## config.mk

```make
export PLATFORM = sky130hd
export DESIGN_NAME = load_ctrl
export DESIGN_NICKNAME = d
export VERILOG_FILES = /design/src/rtl/load_ctrl_pkg.sv /design/src/rtl/load_timer.sv /design/src/rtl/load_ctrl.sv
export SDC_FILE = /design/constraint.sdc
export NUM_CORES = 1
export LEC_CHECK = 0
export CAP_MARGIN = 10
export CORE_ASPECT_RATIO = 0.9
export CORE_MARGIN = 2
export CORE_UTILIZATION = 36
export DETAILED_ROUTE_END_ITERATION = 8
export DONT_BUFFER_PORTS = 1
export PLACE_DENSITY = 0.49
export SYNTH_ARGS = -nofsm -noshare
export SYNTH_HDL_FRONTEND = slang
export SYNTH_SLANG_ARGS = --single-unit
```

## constraint.sdc

```tcl
create_clock -name clk -period 2.1 [get_ports clk]
set_clock_uncertainty 0.2 [all_clocks]
set_input_delay 0.42 -clock clk [delete_from_list [all_inputs] [get_ports clk]]
set_output_delay 0.42 -clock clk [all_outputs]
set_load 0.05 [all_outputs]
```

## src/rtl/load_ctrl_pkg.sv

```systemverilog
// Shared constants and state encoding for the state-memory load sequencer.
package load_ctrl_pkg;

    localparam int unsigned LOAD_DEPTH      = 64;
    localparam int unsigned LOAD_TIMEOUT    = 1000;
    localparam int unsigned LOAD_WORD_BYTES = 2;

    typedef enum logic [2:0] {
        ST_IDLE     = 3'd0,
        ST_ASSEMBLE = 3'd1,
        ST_WRITE    = 3'd2,
        ST_DONE     = 3'd3,
        ST_ERR      = 3'd4
    } load_state_e;

    // Index width that stays at least one bit wide for single-entry ranges.
    function automatic int unsigned idx_width(input int unsigned n);
        return (n > 1) ? $clog2(n) : 1;
    endfunction

endpackage

```

## src/rtl/load_timer.sv

```systemverilog
// Loadable up-counter with synchronous clear and a terminal-count flag.
module load_timer #(
    parameter int unsigned W    = 10,
    parameter int unsigned TERM = 999
) (
    input  logic         clk,
    input  logic         rst,
    input  logic         clr,
    input  logic         ld,
    input  logic [W-1:0] ld_val,
    input  logic         inc,
    output logic         tc
);

    logic [W-1:0] cnt_q;

    always_ff @(posedge clk or negedge rst) begin
        if (!rst) begin
            cnt_q <= '0;
        end else if (clr) begin
            cnt_q <= '0;
        end else if (ld) begin
            cnt_q <= ld_val;
        end else if (inc) begin
            cnt_q <= cnt_q + W'(1);
        end
    end

    assign tc = (cnt_q == W'(TERM));

endmodule

```

## src/rtl/load_ctrl.sv

```systemverilog
// Assembles host bytes into little-endian words and writes them to consecutive
// addresses of the compute state memory; flags completion or inter-byte timeout.
module load_ctrl
    import load_ctrl_pkg::*;
#(
    parameter int unsigned WORD_BYTES = LOAD_WORD_BYTES,
    parameter int unsigned DEPTH      = LOAD_DEPTH,
    parameter int unsigned ADDR_W     = $clog2(LOAD_DEPTH),
    parameter int unsigned TIMEOUT    = LOAD_TIMEOUT
) (
    input  logic                    clk,
    input  logic                    rst,
    input  logic                    en,
    input  logic                    start_load,
    input  logic                    rx_valid,
    input  logic [7:0]              rx_data,
    output logic                    rx_ready,
    output logic                    wr_en,
    output logic [ADDR_W-1:0]       wr_addr,
    output logic [8*WORD_BYTES-1:0] wr_data,
    output logic                    load_done,
    output logic                    busy,
    output logic                    err
);

    localparam int unsigned DATA_W = 8 * WORD_BYTES;
    localparam int unsigned BIDX_W = idx_width(WORD_BYTES);
    localparam int unsigned TMR_W  = idx_width(TIMEOUT);
    localparam logic [BIDX_W-1:0] LAST_BYTE = BIDX_W'(WORD_BYTES - 1);
    localparam logic [ADDR_W-1:0] LAST_ADDR = ADDR_W'(DEPTH - 1);

    load_state_e         state_q, state_d;
    logic [ADDR_W-1:0]   widx_q, widx_d;
    logic [BIDX_W-1:0]   bidx_q, bidx_d;
    logic [DATA_W-1:0]   word_q, word_d;
    logic                tmr_clr, tmr_inc, tmr_tc;

    load_timer #(
        .W    (TMR_W),
        .TERM (TIMEOUT - 1)
    ) u_timer (
        .clk    (clk),
        .rst    (rst),
        .clr    (tmr_clr),
        .ld     (1'b0),
        .ld_val ('0),
        .inc    (tmr_inc),
        .tc     (tmr_tc)
    );

    // State and datapath registers.
    always_ff @(posedge clk or negedge rst) begin
        if (!rst) begin
            state_q <= ST_IDLE;
            widx_q  <= '0;
            bidx_q  <= '0;
            word_q  <= '0;
        end else begin
            state_q <= state_d;
            widx_q  <= widx_d;
            bidx_q  <= bidx_d;
            word_q  <= word_d;
        end
    end

    // Next state, datapath updates and handshake strobes; en low freezes everything.
    always_comb begin
        state_d  = state_q;
        widx_d   = widx_q;
        bidx_d   = bidx_q;
        word_d   = word_q;
        tmr_clr  = 1'b0;
        tmr_inc  = 1'b0;
        rx_ready = 1'b0;
        wr_en    = 1'b0;

        if (en) begin
            rx_ready = (state_q == ST_ASSEMBLE) && !start_load;
            wr_en    = (state_q == ST_WRITE);

            if (start_load) begin
                state_d = ST_ASSEMBLE;
                widx_d  = '0;
                bidx_d  = '0;
                tmr_clr = 1'b1;
            end else begin
                case (state_q)
                    ST_ASSEMBLE: begin
                        if (rx_valid) begin
                            for (int unsigned k = 0; k < WORD_BYTES; k++) begin
                                if (bidx_q == BIDX_W'(k)) begin
                                    word_d[8*k +: 8] = rx_data;
                                end
                            end
                            tmr_clr = 1'b1;
                            if (bidx_q == LAST_BYTE) begin
                                state_d = ST_WRITE;
                            end else begin
                                bidx_d = bidx_q + BIDX_W'(1);
                            end
                        end else if (tmr_tc) begin
                            state_d = ST_ERR;
                        end else begin
                            tmr_inc = 1'b1;
                        end
                    end
                    ST_WRITE: begin
                        if (widx_q == LAST_ADDR) begin
                            state_d = ST_DONE;
                        end else begin
                            widx_d  = widx_q + ADDR_W'(1);
                            bidx_d  = '0;
                            state_d = ST_ASSEMBLE;
                        end
                    end
                    default: state_d = state_q;
                endcase
            end
        end
    end

    assign wr_addr   = widx_q;
    assign wr_data   = word_q;
    assign load_done = (state_q == ST_DONE);
    assign busy      = (state_q == ST_ASSEMBLE) || (state_q == ST_WRITE);
    assign err       = (state_q == ST_ERR);

endmodule

```

Word-level counts from Yosys, hierarchy flattened --
Cells that the tools add are included.
Cells by class: reduce and logical (&&, ||, !) cells 11, magnitude comparators 0, $add $sub $neg 3, bitwise gates (word level) 2, div/mod/pow operators 0, muxes and demuxes 27, multiply operators 0, equality and inequality tests 11, shift-type cells 0
Operators with widths (count):
- two-way mux 10 bit | 2
- two-way mux 6 bit | 3
- two-way mux 1 bit | 15
- two-way mux 3 bit | 4
- adder 10 x 1 -> 10 bit, second input constant | 1
- == test 10 bit, second input constant | 1
- AND reduction 5 bit | 2
- inequality test 4 bit, second input constant | 2
- AND reduction 4 bit | 2
- adder 6 x 1 -> 6 bit, second input constant | 1
- == test 3 x 2 -> 1 bit, second input constant | 2
- == test 6 bit, second input constant | 1
- inequality test 3 bit, second input constant | 2
- one-hot mux 3 bit (2 select lines) | 1
- nonzero test 2 bit | 2
- == test 3 x 1 -> 1 bit, second input constant | 1
- == test 3 bit, second input constant | 1
- AND reduction 3 bit | 1
- nonzero test 3 bit | 1
- two-way mux 2 bit | 1
- inequality test 2 bit, second input constant | 1
- inverter 1 bit | 2
- one-hot mux 1 bit (2 select lines) | 1
- adder 1 bit, second input constant | 1
- other kinds (3) | 3
Storage, ports and cells: bits in writable memories 0, bits in registers 36, bits in latches 0, bits in read-only memories 0, output and inout port bits 27, memories 0, word-level logic and storage cells 60, bits of input ports 13

Logic depth before layout (Yosys ltp) --
Gate-level depths: netlist of run 1.
depth in word-level cells 8, mapped depth 6, depth with buffers taken out 5

Cells and area by module --
From an unflattened synthesis of run 1, not the netlist that was laid out.
Second synthesis, totals: cell total of the unflattened synthesis 187, area total of the unflattened synthesis 1934.4 um^2
Modules (own cells, without submodules):
- load_ctrl | cells each 117, times used 1, area each 1308.8 um^2, sequential area each 650.6 um^2
- load_timer | cells each 70, times used 1, area each 625.6 um^2, sequential area each 250.2 um^2

Worst setup path after synthesis of run 1 --
OpenSTA, ideal clock, no wires.
path type register -> register, start reg state_q[1], end reg state_q[2], arrival time 2.123 ns, buffers on the path 0, setup time 0.128 ns, required time 1.772 ns, clock period less this slack 2.451 ns, slack -0.351 ns, stages on the path, launching flop included 5, cell sequence dfrtp_1 -> nand2b_1 -> a21oi_1 -> o221ai_1 -> mux2_1
On the way: longest elaborated chain between the ends 3, elaborated cells between the ends (all ways) 8, those cells by class 4 x eq/ne; 2 x mux; 2 x reduce/logical
Ends and longest elaborated chain:
- from (decl) | line load_ctrl.sv:32 | load_state_e state_q, state_d;
- from (signal assigned) | line load_ctrl.sv:59 | state_q <= state_d;
- == test 3 x 1 -> 1 bit / == test 3 x 2 -> 1 bit (equally long branches) | line load_ctrl.sv:87 | case (state_q)
- inequality test 4 bit (no line) (tied with other cells)
- AND reduction 4 bit (no line) / two-way mux 3 bit (equally long branches)
Several ways; a longest one is shown, not always the timed one. A chain may end at the register's enable or synchronous reset.

Worst setup path in the final report of run 1 --
start reg state_q[2], end out wr_en
On the way: longest elaborated chain between the ends 2
Ends and longest elaborated chain:
- == test 3 x 2 -> 1 bit | line load_ctrl.sv:79 | wr_en = (state_q == ST_WRITE);
- two-way mux 1 bit | line load_ctrl.sv:77 | if (en) begin
- to (decl) | line load_ctrl.sv:18 | output logic wr_en,
No other way between the ends.

==> flow_summary_export.csv, run 1 <==
group,metric,value,unit
setup_path,r2r_start,"state_q[1]$_DFFE_PN0P_",
layout,nNetsFinal,199,
detailed_routing,routed-wl-met3,309,um
timing,rsz0062_at_grt,"true",
floorplanning,rows,24,
placement,gp_congestion,0.829,
detailed_routing,routed-via-count,1345,
grt,grt_pass1_vias,1387,
setup_path,cp_slowest_cell,"dfrtp_2",
setup_path,crit_fanout,4,
clock_network,cts.clk_slew.worst_paths,70,ps
min_path,hold_path_class,"in -> reg",
clock_network,cts_sinks,36,
synthesis,netlist_instances,161,
timing,min_period,2110,ps
synthesis,synth-seq-cells,36,
timing,slew_viol_final,0,
placement,pre_cts_ws,28.5,ps
detailed_routing,antenna_left,0,
detailed_routing,wl,3.91,mm
synthesis,yosysSeqAreaShare,50.7,%
placement,dp_cells,235,
floorplanning,initial_core_util,37.0,%
placement,dpl_cell_area,1950,um2
status,violations,"negative setup slack",
setup_path,slowest_delay,450,ps
clock_network,h-tree-depth,2,
setup_path,reg2reg_depth,4,
run,cap_violations,0,
layout,multi_input_area,888,um2
clock_network,cts-root-buf,"clkbuf_8",
floorplanning,pin_count,40,
pwr,leakage,0.954,nW
grt,grt_use_total,15.4,%
timing,worst_pin_slew,499,ps
layout,final_common_cell,"dfrtp_1",
timing,fmaxAchievable,473,MHz
synthesis,yosys_warnings,0,
setup_path,crit_arrival,1490,ps
placement,numPortBuffers,0,
layout,seqCellArea,907,um2
floorplanning,core,4800,um2
clock_network,clk_path_buf_depth,2,
grt,grt-ovfl-total,0,
setup_path,crit_required,1480,ps
synthesis,synth_nets,176,
clock_network,cts_buffers,5,
detailed_routing,wl_met1,1.68,mm
grt,antenna_found_initial,0,
status,status,"complete, but fails checks",
grt,grt_pass1_wl,6.62,mm
setup_path,crit_type,"reg -> out",
floorplanning,die_y,70.6,um
setup_path,reg2reg_slack,10,ps
pwr,vdd_ir_drop_max,880,uV
min_path,hold_start,"rx_data[0]",
timing,max-slew-margin-rel,66.9,%
layout,fin_cells,250,
pwr,powerDensity,1490,nW/um2
min_path,hold_path_end,"wr_data[8]$_DFFE_PN0P_",
detailed_routing,routed.top_layer,"met4",
setup_path,cp-start-kind,"flop",
clock_network,clk_latency,290,ps
synthesis,syn_avg_cell_area,11.0,um2
detailed_routing,drtIter0Drc,53,
floorplanning,die_area,5510,um2
detailed_routing,viasPerCell,5.38,
floorplanning,die_w,78.1,um
layout,final_cell_mix,"dfrtp_1, buf_4, mux2_1",
detailed_routing,wl_met2,1.85,mm
placement,dp_hpwl,2.68,mm
layout,area_growth,26.6,%
synthesis,synth.cell_area,1780,um2
synthesis,synth_cell_types,38,
timing,finalSetupViolCount,1,
setup_path,endpoint_kind,"output pin",
layout,n_antenna_cell,0,
timing,post-route-period-util,101,%
timing,setup_ws,-13.5,ps
detailed_routing,dr.pass1.iters,4,
min_path,hold_depth,1,
grt,grt_start_max_net_pins,37,
clock_network,cts_tree,"done",
detailed_routing,drc,0,
setup_path,timing.rr.end,"u_timer.cnt_q[8]$_DFFE_PN0P_",
layout,drive_gt1_share,27.6,%
setup_path,crit_chain,"buf_6 -> nor3b_4 -> buf_4 -> and2_4 -> buf_8",
layout,fillCellCount,457,
detailed_routing,wl_per_cell,15.6,um
pwr,totalPowerFinal,0.00334,W
layout,final_cell_area,2250,um2
timing,timing.hold.ws,57.9,ps
timing,hold_viol_final,0,
## cells in the mapped netlist
master,count,area (um2)
nand2_1,8,30.0
nand3b_2,1,11.3
o22ai_1,1,6.26
nor4bb_1,1,10.0
inv_1,3,11.3
nor2b_1,1,6.26
nor4_1,5,31.3
and3_1,1,6.26
nor2_1,4,15.0
nor3_1,6,30.0
ha_1,2,25.0
nor3b_2,1,12.5
nand3_1,6,30.0
xnor2_1,6,52.6
or3_1,5,31.3
or4_1,3,22.5
a21oi_1,8,40.0
o21a_1,2,15.0
and2_1,4,25.0
nor4b_2,1,15.0
nand2b_1,5,31.3
o21ai_0,3,15.0
or3b_1,1,8.76
nor2_2,4,25.0
mux2i_1,3,30.0
a21o_1,1,7.51
o21ai_1,4,20.0
o2111a_1,1,11.3
nand4_1,3,18.8
dfrtp_1,36,901
o31ai_1,1,7.51
or4b_1,1,10.0
mux2_1,17,191
o221ai_1,2,17.5
nand3b_1,2,15.0
clkbuf_1,4,15.0
buf_2,3,15.0
nand3_2,1,10.0
## worst max-delay path by stage
stage	startpoint	to	slack (ps)	depth (start not counted)
global route	state_q[2]$_DFFE_PN0P_	wr_en	-80	5
finish	state_q[2]$_DFFE_PN0P_	wr_en	-10	5
detailed placement	state_q[2]$_DFFE_PN0P_	wr_data[9]$_DFFE_PN0P_	30	4
CTS	state_q[2]$_DFFE_PN0P_	wr_en	4	5
global placement	state_q[1]$_DFFE_PN0P_	u_timer.cnt_q[9]$_DFFE_PN0P_	70	4
floorplan	state_q[2]$_DFFE_PN0P_	load_done	-80	1
## where the power goes
| part | switching (W) | internal (W) |
|---|---|---|
| logic | 0.000488 | 0.000394 |
| registers | 0.000714 | 0.000896 |
| clock network | 0.000256 | 0.000594 |
| total | 0.00146 | 0.00188 |
## state kept, by name (all words and copies together) (netlist names)
register / flops
wr_data: 16
u_timer.cnt_q: 10
wr_addr: 6
state_q: 3
bidx_q: 1
## cell families (layout without fill, tap and decap cells)
logic type	after synthesis	in the layout	synth area share (%)
DFF	36	36	50.7
and+or+nand+nor	64	64	22.3
muxes	20	20	12.5
adders and majority gates	2	2	1.41
buffers and inverters	10	34	2.32
AOI/OAI and AO/OA	23	23	7.89
xor gates and xnor gates	6	6	2.96
## repair_timing
item	CTS	global route
gates cloned	0	0
setup endpoints to repair	2	7
buffers inserted	4	1
hold endpoints to repair	36	0
pin swaps	2	2
gates resized for setup	6	10
hold buffers	2	0
## through the flow
| step | utilization (%) | TNS [ps] |
|---|---|---|
| after floorplan | - | -83.5 |
| after global placement | 40.7 | 0 |
| after detailed placement | 40.7 | 0 |
| after CTS | 45.7 | 0 |
| after global routing | 46.8 | -252 |
| final | 46.8 | -13.5 |
## final cells by class
class	instances	share of cell area [%]
Clock inverter	3	4.00
Inverter	3	0.501
Sequential cell	36	40.3
Timing Repair Buffer	23	9.01
Multi-Input combinational cell	115	39.5
Tap cell	65	3.62
Clock buffer	5	3.06
## worst max-delay path, delay by kind of cell (launching register included)
family	cells	cell delay, ps
DFF	1	450
and+or+nand+nor	2	340
buffers and inverters	3	420
## routing by layer
metal / vias to the layer above / global-route usage, %
li1: 629 / -
met2: 45 / 25.1
met3: 8 / 5.36
met4: 0 / 6.63
met5: - / 0
met1: 663 / 18.7
Note: power is estimated with default switching activity, not from simulation.
==> run 2, diff against run 1 <==
--- a/config.mk
+++ b/config.mk
@@ -11,6 +11,7 @@
 export CORE_UTILIZATION = 36
 export DETAILED_ROUTE_END_ITERATION = 8
 export DONT_BUFFER_PORTS = 1
+export MAX_ROUTING_LAYER = met4
 export PLACE_DENSITY = 0.49
 export SYNTH_ARGS = -nofsm -noshare
 export SYNTH_HDL_FRONTEND = slang
==> run 2 against run 1 <==
The flow still finishes with violations (negative setup slack). Clock power hardly changed. Flip-flop and latch count is the same. Fmax increased by 0.15%. Core utilization is the same. Setup slack better by 3.2 ps. Sequential power is essentially flat. Register-to-register slack about the same. Combinational power barely moved. Die area did not move. Wire length shrank 0.10%. Largest cell class unchanged.
==> flow_summary_export.csv, run 2 (synthesis gave the netlist of run 1 again) <==
group,metric,value,unit
timing,fmaxAchievable,474,MHz
timing,setup_ws,-10.3,ps
timing,hold_viol_final,0,
clock_network,h-tree-depth,2,
grt,grt_use_total,15.9,%
detailed_routing,drc,0,
setup_path,crit_arrival,1490,ps
setup_path,endpoint_kind,"output pin",
floorplanning,initial_core_util,37.0,%
timing,timing.hold.ws,58.5,ps
setup_path,crit_type,"reg -> out",
floorplanning,die_area,5510,um2
grt,grt_start_max_net_pins,37,
grt,grt-ovfl-total,0,
layout,fin_cells,250,
detailed_routing,wl,3.91,mm
detailed_routing,wl_per_cell,15.6,um
setup_path,crit_end,"wr_en",
placement,gp_congestion,0.841,
timing,finalSetupViolCount,1,
detailed_routing,routed-via-count,1345,
timing,max-slew-margin-rel,67.1,%
detailed_routing,dr.pass1.iters,4,
setup_path,crit_fanout,4,
layout,largest_register_ffs,16,
setup_path,timing.rr.end,"u_timer.cnt_q[8]$_DFFE_PN0P_",
layout,final_cell_mix,"dfrtp_1, buf_4, mux2_1",
clock_network,cts_sinks,36,
setup_path,r2r_start,"state_q[1]$_DFFE_PN0P_",
layout,fillCellCount,457,
floorplanning,die_w,78.1,um
clock_network,clk_latency,290,ps
grt,grt_pass1_wl,6.60,mm
layout,final_common_cell,"dfrtp_1",
placement,dpl_cell_area,1950,um2
detailed_routing,drtIter0Drc,54,
timing,slew_viol_final,0,
timing,rsz0062_at_grt,"true",
pwr,vdd_ir_drop_max,879,uV
floorplanning,core,4800,um2
timing,post-route-period-util,100,%
layout,drive_gt1_share,27.6,%
layout,nNetsFinal,199,
setup_path,reg2reg_slack,10,ps
detailed_routing,antenna_left,0,
layout,area_growth,26.6,%
clock_network,clk_path_buf_depth,2,
setup_path,reg2reg_depth,4,
placement,dp_cells,235,
clock_network,cts.clk_slew.worst_paths,70,ps
placement,numPortBuffers,0,
min_path,hold_path_class,"in -> reg",
detailed_routing,viasPerCell,5.38,
clock_network,cts_tree,"done",
timing,worst_pin_slew,496,ps
floorplanning,die_y,70.6,um
layout,final_cell_area,2250,um2
setup_path,cp-start-kind,"flop",
setup_path,critPathLaunch,"state_q[2]$_DFFE_PN0P_",
pwr,leakage,0.954,nW
placement,dp_hpwl,2.68,mm
status,status,"complete, but fails checks",
layout,n_antenna_cell,0,
floorplanning,pin_count,40,
timing,min_period,2110,ps
status,violations,"negative setup slack",
setup_path,crit_required,1480,ps
clock_network,cts_buffers,5,
floorplanning,rows,24,
run,cap_violations,0,
layout,fin_util,46.8,%
clock_network,cts-root-buf,"clkbuf_8",
grt,antenna_found_initial,0,
grt,grt_pass1_vias,1384,
pwr,powerDensity,1490,nW/um2
## run 2: what timing repair did
| action | in CTS | in global routing |
|---|---|---|
| setup buffers | 4 | 1 |
| setup endpoints to repair | 2 | 7 |
| hold buffers | 2 | 0 |
| hold endpoints to repair | 36 | 0 |
| resized for setup | 6 | 10 |
| pin swaps | 2 | 2 |
| gates cloned | 0 | 0 |
## run 2: how the worst min path moves through the flow
stage               start  cells after the start                            to  slack, ps
6_report       rx_data[0]                      1        wr_data[8]$_DFFE_PN0P_         60
5_1_grt        rx_data[4]                      1       wr_data[12]$_DFFE_PN0P_         40
4_1_cts        rx_data[5]                      1        wr_data[5]$_DFFE_PN0P_         50
3_5_place_dp          rst                      0  u_timer.cnt_q[1]$_DFFE_PN0P_        -70
3_3_place_gp          rst                      0  u_timer.cnt_q[1]$_DFFE_PN0P_        -70
2_1_floorplan         rst                      0            bidx_q$_DFFE_PN0P_        -80
## run 2: per-layer routing
metal,wire (um),global-route usage [%]
met3,333,5.36
met4,66,6.63
met2,1850,25.1
met1,1660,18.6
met5,0,-
## run 2: cell type report
type,instances,area [um2],share of cell area (%)
sequential,36,907,40.3
multi-input combinational,115,888,39.5
timing repair buffer,23,203,9.01
clock inverter,3,90.1,4.00
tap,65,81.3,3.62
clock buffer,5,68.8,3.06
inverter,3,11.3,0.501
## run 2: critical path: stages (launching register included)
cell and delay (ps):
dfrtp_2 450, buf_6 140, nor3b_4 200, buf_4 140, and2_4 140, buf_8 140
## run 2: per-stage QoR
stage	power (W)	setup TNS [ps]	setup slack, ps
floorplan	0.00212	-83.5	-83.5
global placement	0.00233	0	74.3
detailed placement	0.00236	0	28.5
CTS	0.00330	0	4.16
global route	0.00350	-253	-80.4
finish	0.00334	-10.3	-10.3
## run 2: where the power goes
group	switching, W	total [W]	leakage, nW	internal [W]
clock	0.000255	0.000849	0.0784	0.000594
combinational	0.000489	0.000883	0.410	0.000394
sequential	0.000714	0.00161	0.465	0.000896
total	0.00146	0.00334	0.954	0.00188
